[src/rtl/clct_subkey_deadtime_pkg.sv]
// pattern_params: constants and types shared by the subkey dead-time filter.
//   MXSUBKEYBX/MXHITB/MXPIDB/MXAGEB : default field widths
//   SUBKEY_MAX   : largest legal quarter-strip subkey
//   SUBKEY_SPLIT : first ME1/1a subkey (region boundary)
//   hist_entry_t : one history slot {vld, subkey, nhits, age}
//   abs_diff11   : 11-bit unsigned |a-b| of two subkeys
package pattern_params;
  localparam int MXSUBKEYBX   = 10;
  localparam int MXHITB       = 3;
  localparam int MXPIDB       = 4;
  localparam int MXAGEB       = 4;
  localparam int SUBKEY_MAX   = 895;
  localparam int SUBKEY_SPLIT = 512;

  typedef struct packed {
    logic                  vld;
    logic [MXSUBKEYBX-1:0] subkey;
    logic [MXHITB-1:0]     nhits;
    logic [MXAGEB-1:0]     age;
  } hist_entry_t;

  function automatic logic [10:0] abs_diff11(input logic [MXSUBKEYBX-1:0] a,
                                             input logic [MXSUBKEYBX-1:0] b);
    return (a >= b) ? (11'(a) - 11'(b)) : (11'(b) - 11'(a));
  endfunction
endpackage

[src/rtl/clct_subkey_deadtime_hist.sv]
// subkey_hist_entry: one history slot of the dead-time filter.
// Holds an accepted candidate, ages it every bx (saturating) and flags a match
// against the S1 candidate.
//   clock, reset_n      : bx clock, synchronous active-low reset
//   i_wr, i_wr_*        : load a freshly accepted candidate (age restarts at 0)
//   i_cand_*            : S1 candidate under comparison
//   i_dead_bx           : dead time; entries at age >= i_dead_bx never match
//   i_window_qs         : half-window in quarter-strips
//   o_match             : this slot suppresses the S1 candidate
// Macro SUBKEY_REGION_SPLIT_EN: when defined, ME1/1b (<512) and ME1/1a (>=512)
// subkeys never match each other.
// Widths must equal the pattern_params defaults (slot state uses hist_entry_t).
module subkey_hist_entry #(
  parameter int MXSUBKEYBX = 10,
  parameter int MXHITB     = 3,
  parameter int MXAGEB     = 4
) (
  input  logic                  clock,
  input  logic                  reset_n,
  input  logic                  i_wr,
  input  logic [MXSUBKEYBX-1:0] i_wr_subkey,
  input  logic [MXHITB-1:0]     i_wr_nhits,
  input  logic [MXSUBKEYBX-1:0] i_cand_subkey,
  input  logic [MXHITB-1:0]     i_cand_nhits,
  input  logic [MXAGEB-1:0]     i_dead_bx,
  input  logic [4:0]            i_window_qs,
  output logic                  o_match
);
  import pattern_params::*;

  localparam logic [MXAGEB-1:0] AGE_SAT = '1;

  hist_entry_t r_ent;
  logic [10:0] w_diff;
  logic        w_region_ok;

  always_ff @(posedge clock) begin
    if (!reset_n) begin
      r_ent <= '0;
    end else if (i_wr) begin
      r_ent.vld    <= 1'b1;
      r_ent.subkey <= i_wr_subkey;
      r_ent.nhits  <= i_wr_nhits;
      r_ent.age    <= '0;
    end else if (r_ent.vld && (r_ent.age != AGE_SAT)) begin
      r_ent.age <= r_ent.age + 1'b1;
    end
  end

  assign w_diff = abs_diff11(i_cand_subkey, r_ent.subkey);

`ifdef SUBKEY_REGION_SPLIT_EN
  localparam logic [MXSUBKEYBX-1:0] SPLIT_K = MXSUBKEYBX'(SUBKEY_SPLIT);
  assign w_region_ok = ((i_cand_subkey >= SPLIT_K) == (r_ent.subkey >= SPLIT_K));
`else
  assign w_region_ok = 1'b1;
`endif

  // The window does not wrap: a plain magnitude compare.
  assign o_match = r_ent.vld
                 & (r_ent.age < i_dead_bx)
                 & (w_diff <= {6'b0, i_window_qs})
                 & (r_ent.nhits >= i_cand_nhits)
                 & w_region_ok;
endmodule

[src/rtl/clct_subkey_deadtime.sv]
// clct_subkey_deadtime: quarter-strip dead-time / ghost filter after the
// best-key subkey calculation. Candidates close (within window_qs) to a
// recently accepted candidate with >= hits are killed. Fixed 2-clock latency.
//   clock, reset_n                    : bx clock, synchronous active-low reset
//   dead_bx, window_qs                : dead time (0 = off), half-window
//   cand_vld/subkey/nhits/pid         : one candidate per bx
//   out_vld/subkey/nhits/pid          : accepted candidate (data holds when idle)
//   kill                              : candidate suppressed (pulse)
//   range_err                         : candidate subkey > 895 (pulse)
// Macro SUBKEY_REGION_SPLIT_EN: blocks matches across the 511/512 boundary.
module clct_subkey_deadtime #(
  parameter int MXSUBKEYBX = 10,
  parameter int MXHITB     = 3,
  parameter int MXPIDB     = 4,
  parameter int DEPTH      = 4,
  parameter int MXAGEB     = 4
) (
  input  logic                  clock,
  input  logic                  reset_n,
  input  logic [MXAGEB-1:0]     dead_bx,
  input  logic [4:0]            window_qs,
  input  logic                  cand_vld,
  input  logic [MXSUBKEYBX-1:0] cand_subkey,
  input  logic [MXHITB-1:0]     cand_nhits,
  input  logic [MXPIDB-1:0]     cand_pid,
  output logic                  out_vld,
  output logic [MXSUBKEYBX-1:0] out_subkey,
  output logic [MXHITB-1:0]     out_nhits,
  output logic [MXPIDB-1:0]     out_pid,
  output logic                  kill,
  output logic                  range_err
);
  import pattern_params::*;

  // DEPTH is a power of two >= 2, so the pointer wraps naturally.
  localparam int PTRW = $clog2(DEPTH);
  localparam logic [MXSUBKEYBX-1:0] MAX_K = MXSUBKEYBX'(SUBKEY_MAX);

  logic                  r_vld_s1;
  logic                  r_rerr_s1;
  logic [MXSUBKEYBX-1:0] r_sk_s1;
  logic [MXHITB-1:0]     r_nh_s1;
  logic [MXPIDB-1:0]     r_pid_s1;
  logic [PTRW-1:0]       r_wr_ptr;

  logic [DEPTH-1:0]      w_match;
  logic                  w_ok_s1;
  logic                  w_kill;
  logic                  w_ins;

  // S1: register the candidate and flag out-of-range subkeys.
  always_ff @(posedge clock) begin
    if (!reset_n) begin
      r_vld_s1  <= 1'b0;
      r_rerr_s1 <= 1'b0;
      r_sk_s1   <= '0;
      r_nh_s1   <= '0;
      r_pid_s1  <= '0;
    end else begin
      r_vld_s1  <= cand_vld;
      r_rerr_s1 <= cand_vld & (cand_subkey > MAX_K);
      r_sk_s1   <= cand_subkey;
      r_nh_s1   <= cand_nhits;
      r_pid_s1  <= cand_pid;
    end
  end

  // S2: compare against history. Insertion happens on the same edge that
  // registers out_vld, so the next candidate sees the new entry at age 0.
  for (genvar g = 0; g < DEPTH; g++) begin : g_ent
    subkey_hist_entry #(
      .MXSUBKEYBX(MXSUBKEYBX),
      .MXHITB    (MXHITB),
      .MXAGEB    (MXAGEB)
    ) u_ent (
      .clock        (clock),
      .reset_n      (reset_n),
      .i_wr         (w_ins && (r_wr_ptr == PTRW'(g))),
      .i_wr_subkey  (r_sk_s1),
      .i_wr_nhits   (r_nh_s1),
      .i_cand_subkey(r_sk_s1),
      .i_cand_nhits (r_nh_s1),
      .i_dead_bx    (dead_bx),
      .i_window_qs  (window_qs),
      .o_match      (w_match[g])
    );
  end

  assign w_ok_s1 = r_vld_s1 & ~r_rerr_s1;
  assign w_kill  = w_ok_s1 & (|w_match);
  assign w_ins   = w_ok_s1 & ~(|w_match);

  always_ff @(posedge clock) begin
    if (!reset_n) begin
      out_vld    <= 1'b0;
      kill       <= 1'b0;
      range_err  <= 1'b0;
      out_subkey <= '0;
      out_nhits  <= '0;
      out_pid    <= '0;
      r_wr_ptr   <= '0;
    end else begin
      out_vld   <= w_ins;
      kill      <= w_kill;
      range_err <= r_vld_s1 & r_rerr_s1;
      if (w_ins) begin
        out_subkey <= r_sk_s1;
        out_nhits  <= r_nh_s1;
        out_pid    <= r_pid_s1;
        r_wr_ptr   <= r_wr_ptr + 1'b1;
      end
    end
  end
endmodule

[config.mk]
export PLATFORM = sky130hd
export DESIGN_NAME = clct_subkey_deadtime
export DESIGN_NICKNAME = d
export VERILOG_FILES = /design/src/rtl/clct_subkey_deadtime_pkg.sv /design/src/rtl/clct_subkey_deadtime_hist.sv /design/src/rtl/clct_subkey_deadtime.sv
export SDC_FILE = /design/constraint.sdc
export NUM_CORES = 1
export LEC_CHECK = 0
export BUFFER_PORTS_ARGS = -buffer_cell sky130_fd_sc_hd__buf_2
export CORE_MARGIN = 5
export CORE_UTILIZATION = 45
export DETAILED_ROUTE_END_ITERATION = 8
export SLEW_MARGIN = 20
export SYNTH_ARGS = -nofsm -noshare
export SYNTH_HDL_FRONTEND = slang
export SYNTH_HIERARCHICAL = 1
export SYNTH_SLANG_ARGS = --single-unit
[constraint.sdc]
create_clock -name clock -period 7.52 [get_ports clock]
set_clock_uncertainty 0.15 [all_clocks]
set_input_delay 0.376 -clock clock [delete_from_list [all_inputs] [get_ports clock]]
set_output_delay 0.376 -clock clock [all_outputs]
set_load 0.005 [all_outputs]
==> results.txt <==
Gate Count Post-Synth -> 1133
Final hold vios -> 0
Clk pwr share -> 0.435
Synth async-reset ratio -> 0
Wire length per cell -> 15.2 µm
Antenna viol nets, final -> 0
Vias -> 7821
# setup viols final -> 0
RSZ-0062 raised after global routing -> no
DRC -> 0
P_leak -> 4.45 nW
Rel. slew slack -> 0.330
Clk Tree Root Cell -> clkbuf_16
DP HPWL -> 16900 µm
Die width -> 155 µm
Yosys top cell area share -> 0.238
Starting Density -> 0.454
Critical Path Sink Type -> flip-flop
Comb pwr share -> 0.216
P per Cell Area -> 170 mW/mm²
Syn. warnings -> 6
Pins Over Slew Limit -> 0
Clock slew at reported path FFs -> 0.06 ns
F_max -> 159 MHz
Final Cell Area -> 0.0106 mm²
Worst-Skew Late Latency -> 0.42 ns
Seq pwr share -> 0.349
Launching point of the worst reg2reg path -> r_sk_s1[1]$_SDFF_PN0_
GRT overflow -> 0
Routed wl met2 -> 9810 µm
Worst Hold End -> r_nh_s1[1]$_SDFF_PN0_
Final Cycle Share -> 0.837
Die ar. -> 0.0242 mm²
Post-synth EDFFs -> 0
Routed wire length -> 22200 µm
H-tree levels -> 4
Port bufs -> 48
Pint -> 1.28 mW
Yosys cell types -> 69
Clock sink count -> 113
Worst IR Drop VDD -> 137 µV
Max Buffers Root-to-Sink -> 2
Reg2Reg Depth -> 21
MaxCap Viol Count -> 0
Gr usage total -> 0.185
Mapped Area -> 0.00952 mm²
First-pass GRT wire length -> 36600 µm
TritonCTS clock tree -> built
#FFs+latches synth -> 113
Area grow syn2layout -> 11.4%
Met3 wire len -> 830 µm
Critical path class -> reg2reg
Ports -> 49
Net Count, Synth -> 1302
Cts bufs inserted -> 17
Sequential share of the synthesized area -> 0.238
Max Used Layer -> met5
Worst path required time -> 7.67 ns
Initial DRC count -> 367
Beginning of the worst hold path -> cand_nhits[1]
Overall die height -> 155 µm
Net Sw Frac -> 0.290
Share of cells above drive strength 1 -> 0.0934
Area of placed instances -> 0.00995 mm²
Post-CTS sizing -> 0
Max Fanout on Critical Path -> 20
Placer congestion estimate -> 0.930
Synth top area cells -> dfxtp_1 (24%), ha_1 (17%), mux2i_1 (10%)
Hold path cells -> 2
# hold bufs at CTS -> 7
P_sw -> 523 µW
Layout net count -> 1344
First-pass DRT Iterations -> 5
Outcome -> complete, no violations
Initial antenna violation count -> 1
Min cycle time layout -> 6.29 ns
Worst Tran Pin Value -> 1.00 ns
Largest net degree at the start of global routing -> 120
Via density -> 5.35
R2R setup slack -> 1.23 ns
Post-Syn Area per Cell -> 8.40 µm²
Post-synth top area cell -> dfxtp_1
RR Endpoint -> g_ent[3].u_ent/r_ent[16]$_SDFFE_PN0P_
Vias in the first global route -> 7330
Number of core rows -> 53
Worst setup path start -> r_sk_s1[1]$_SDFF_PN0_
Number of fill cells -> 2042
Setup_tns -> 0 ns
Arr. time, crit path -> 6.45 ns
N_diodes -> 0
Met1 WL -> 11300 µm
Synth Flop Type -> dfxtp_1
HP Class -> in2reg
Core footprint -> 0.0210 mm²
Post-CTS Setup Inserts -> 0
CP Launch Type -> flip-flop
cells in the final DEF, fill, tap and decap left out, types with 7 or more instances in the layout:
cell type,netlist,final
a211oi_1,9,9
a21o_1,20,20
a21oi_1,62,62
and2_1,28,28
and3_1,8,8
buf_2,2,47
buf_4,0,12
clkbuf_16,0,17
dfxtp_1,113,113
dlygate4sd3_1,0,7
fa_1,8,8
ha_1,132,132
inv_1,143,143
mux2_2,7,7
mux2i_1,98,98
nand2_1,75,75
nand2b_1,26,26
nand3_1,24,24
nand4_1,16,16
nor2_1,44,44
nor2b_1,70,70
nor3_1,14,14
o211ai_1,10,10
o21a_1,19,19
o21ai_0,36,36
o21ai_1,8,8
xnor2_1,10,10
xor2_1,17,17
power groups by stage:
stage | logic (mW) | registers, mW | clock network (mW)
final | 0.389 | 0.629 | 0.784
after global routing | 0.434 | 0.631 | 0.834
after CTS | 0.390 | 0.629 | 0.806
after detailed placement | 0.384 | 0.641 | 0
after global placement | 0.382 | 0.641 | 0
after floorplan | 0.293 | 0.641 | 0
through the flow:
step           power, mW  cells  worst slack [ns]  utilization  hold slack (ns)
3_5_place_dp        1.03   1424              1.08        0.475            0.288
2_1_floorplan      0.935   1133              1.88            -            0.273
5_1_grt             1.90   1463             0.727        0.506          0.00658
4_1_cts             1.82   1463              1.07        0.506         0.000620
6_report            1.80   1463              1.23        0.506           0.0136
3_3_place_gp        1.02   1424              1.16        0.475            0.280
cells by family after synthesis:
| kind of cell | count (synthesis) | share of synthesized area |
|---|---|---|
| AOI/OAI and AO/OA | 224 | 0.162 |
| xor gates and xnor gates | 27 | 0.0248 |
| adders and majority gates | 140 | 0.190 |
| buffers and inverters | 186 | 0.0820 |
| DFF | 113 | 0.238 |
| muxes | 105 | 0.111 |
| and+or+nand+nor | 338 | 0.192 |
worst max-delay path, stage by stage, from the launching register on:
cell       delay (ns)
dfxtp_1          0.52
buf_4            0.28
inv_1            0.10
ha_1             0.33
nor2b_1          0.15
o21a_1           0.20
o41a_1           0.39
a31oi_4          0.31
mux2_2           0.38
ha_1             0.29
nor2b_1          0.12
o211ai_1         0.09
a21oi_1          0.23
nor4_1           0.12
o2111ai_1        0.10
o21ai_1          0.13
or4_4            0.58
nor3b_4          0.27
buf_4            0.37
and2_1           0.73
mux2i_1          0.27
nor2b_1          0.06
synth_stat cells, drive strengths merged, types with 4 or more instances:
master	number
a2111oi	5
a211oi	10
a21o	20
a21oi	63
a221oi	5
a31o	4
a31oi	9
and2	28
and3	11
and4b	4
buf	17
clkbuf	26
dfxtp	113
fa	8
ha	132
inv	143
mux2	7
mux2i	98
nand2	75
nand2b	26
nand3	25
nand3b	4
nand4	16
nor2	44
nor2b	70
nor3	14
nor3b	4
nor4	5
o2111ai	5
o211ai	11
o21a	19
o21ai	44
o31ai	4
or4	5
xnor2	10
xor2	17
layout make-up:
type,count,area (µm²),share of cell area
tap,275,344,0.0325
timing repair buffer,66,395,0.0373
clock buffer,19,443,0.0418
sequential,113,2260,0.213
inverter,143,537,0.0506
clock inverter,13,136,0.0129
multi-input combinational,834,6480,0.611
flip-flops by register name, summed over array words and instances, names as in the netlist:
| register | cells |
|---|---|
| r_wr_ptr | 2 |
| kill | 1 |
| out_subkey | 10 |
| r_nh_s1 | 3 |
| r_sk_s1 | 10 |
| out_nhits | 3 |
| g_ent.u_ent/r_ent | 72 |
| r_rerr_s1 | 1 |
| r_pid_s1 | 4 |
| r_vld_s1 | 1 |
| out_vld | 1 |
| out_pid | 4 |
| range_err | 1 |
layer usage:
metal,vias up,global-route usage
met5,-,0
met4,2,0.0525
met3,28,0.0289
met2,161,0.295
met1,3633,0.260
li1,3997,-
how the worst max path moves through the flow:
stage	end
2_1_floorplan	g_ent[0].u_ent/r_ent[8]$_SDFFE_PN0P_
3_3_place_gp	g_ent[3].u_ent/r_ent[2]$_SDFFE_PP0P_
3_5_place_dp	g_ent[3].u_ent/r_ent[6]$_SDFFE_PN0P_
4_1_cts	g_ent[3].u_ent/r_ent[5]$_SDFFE_PN0P_
5_1_grt	g_ent[3].u_ent/r_ent[6]$_SDFFE_PN0P_
6_report	g_ent[3].u_ent/r_ent[16]$_SDFFE_PN0P_
Power figures use the tool's default switching activity.
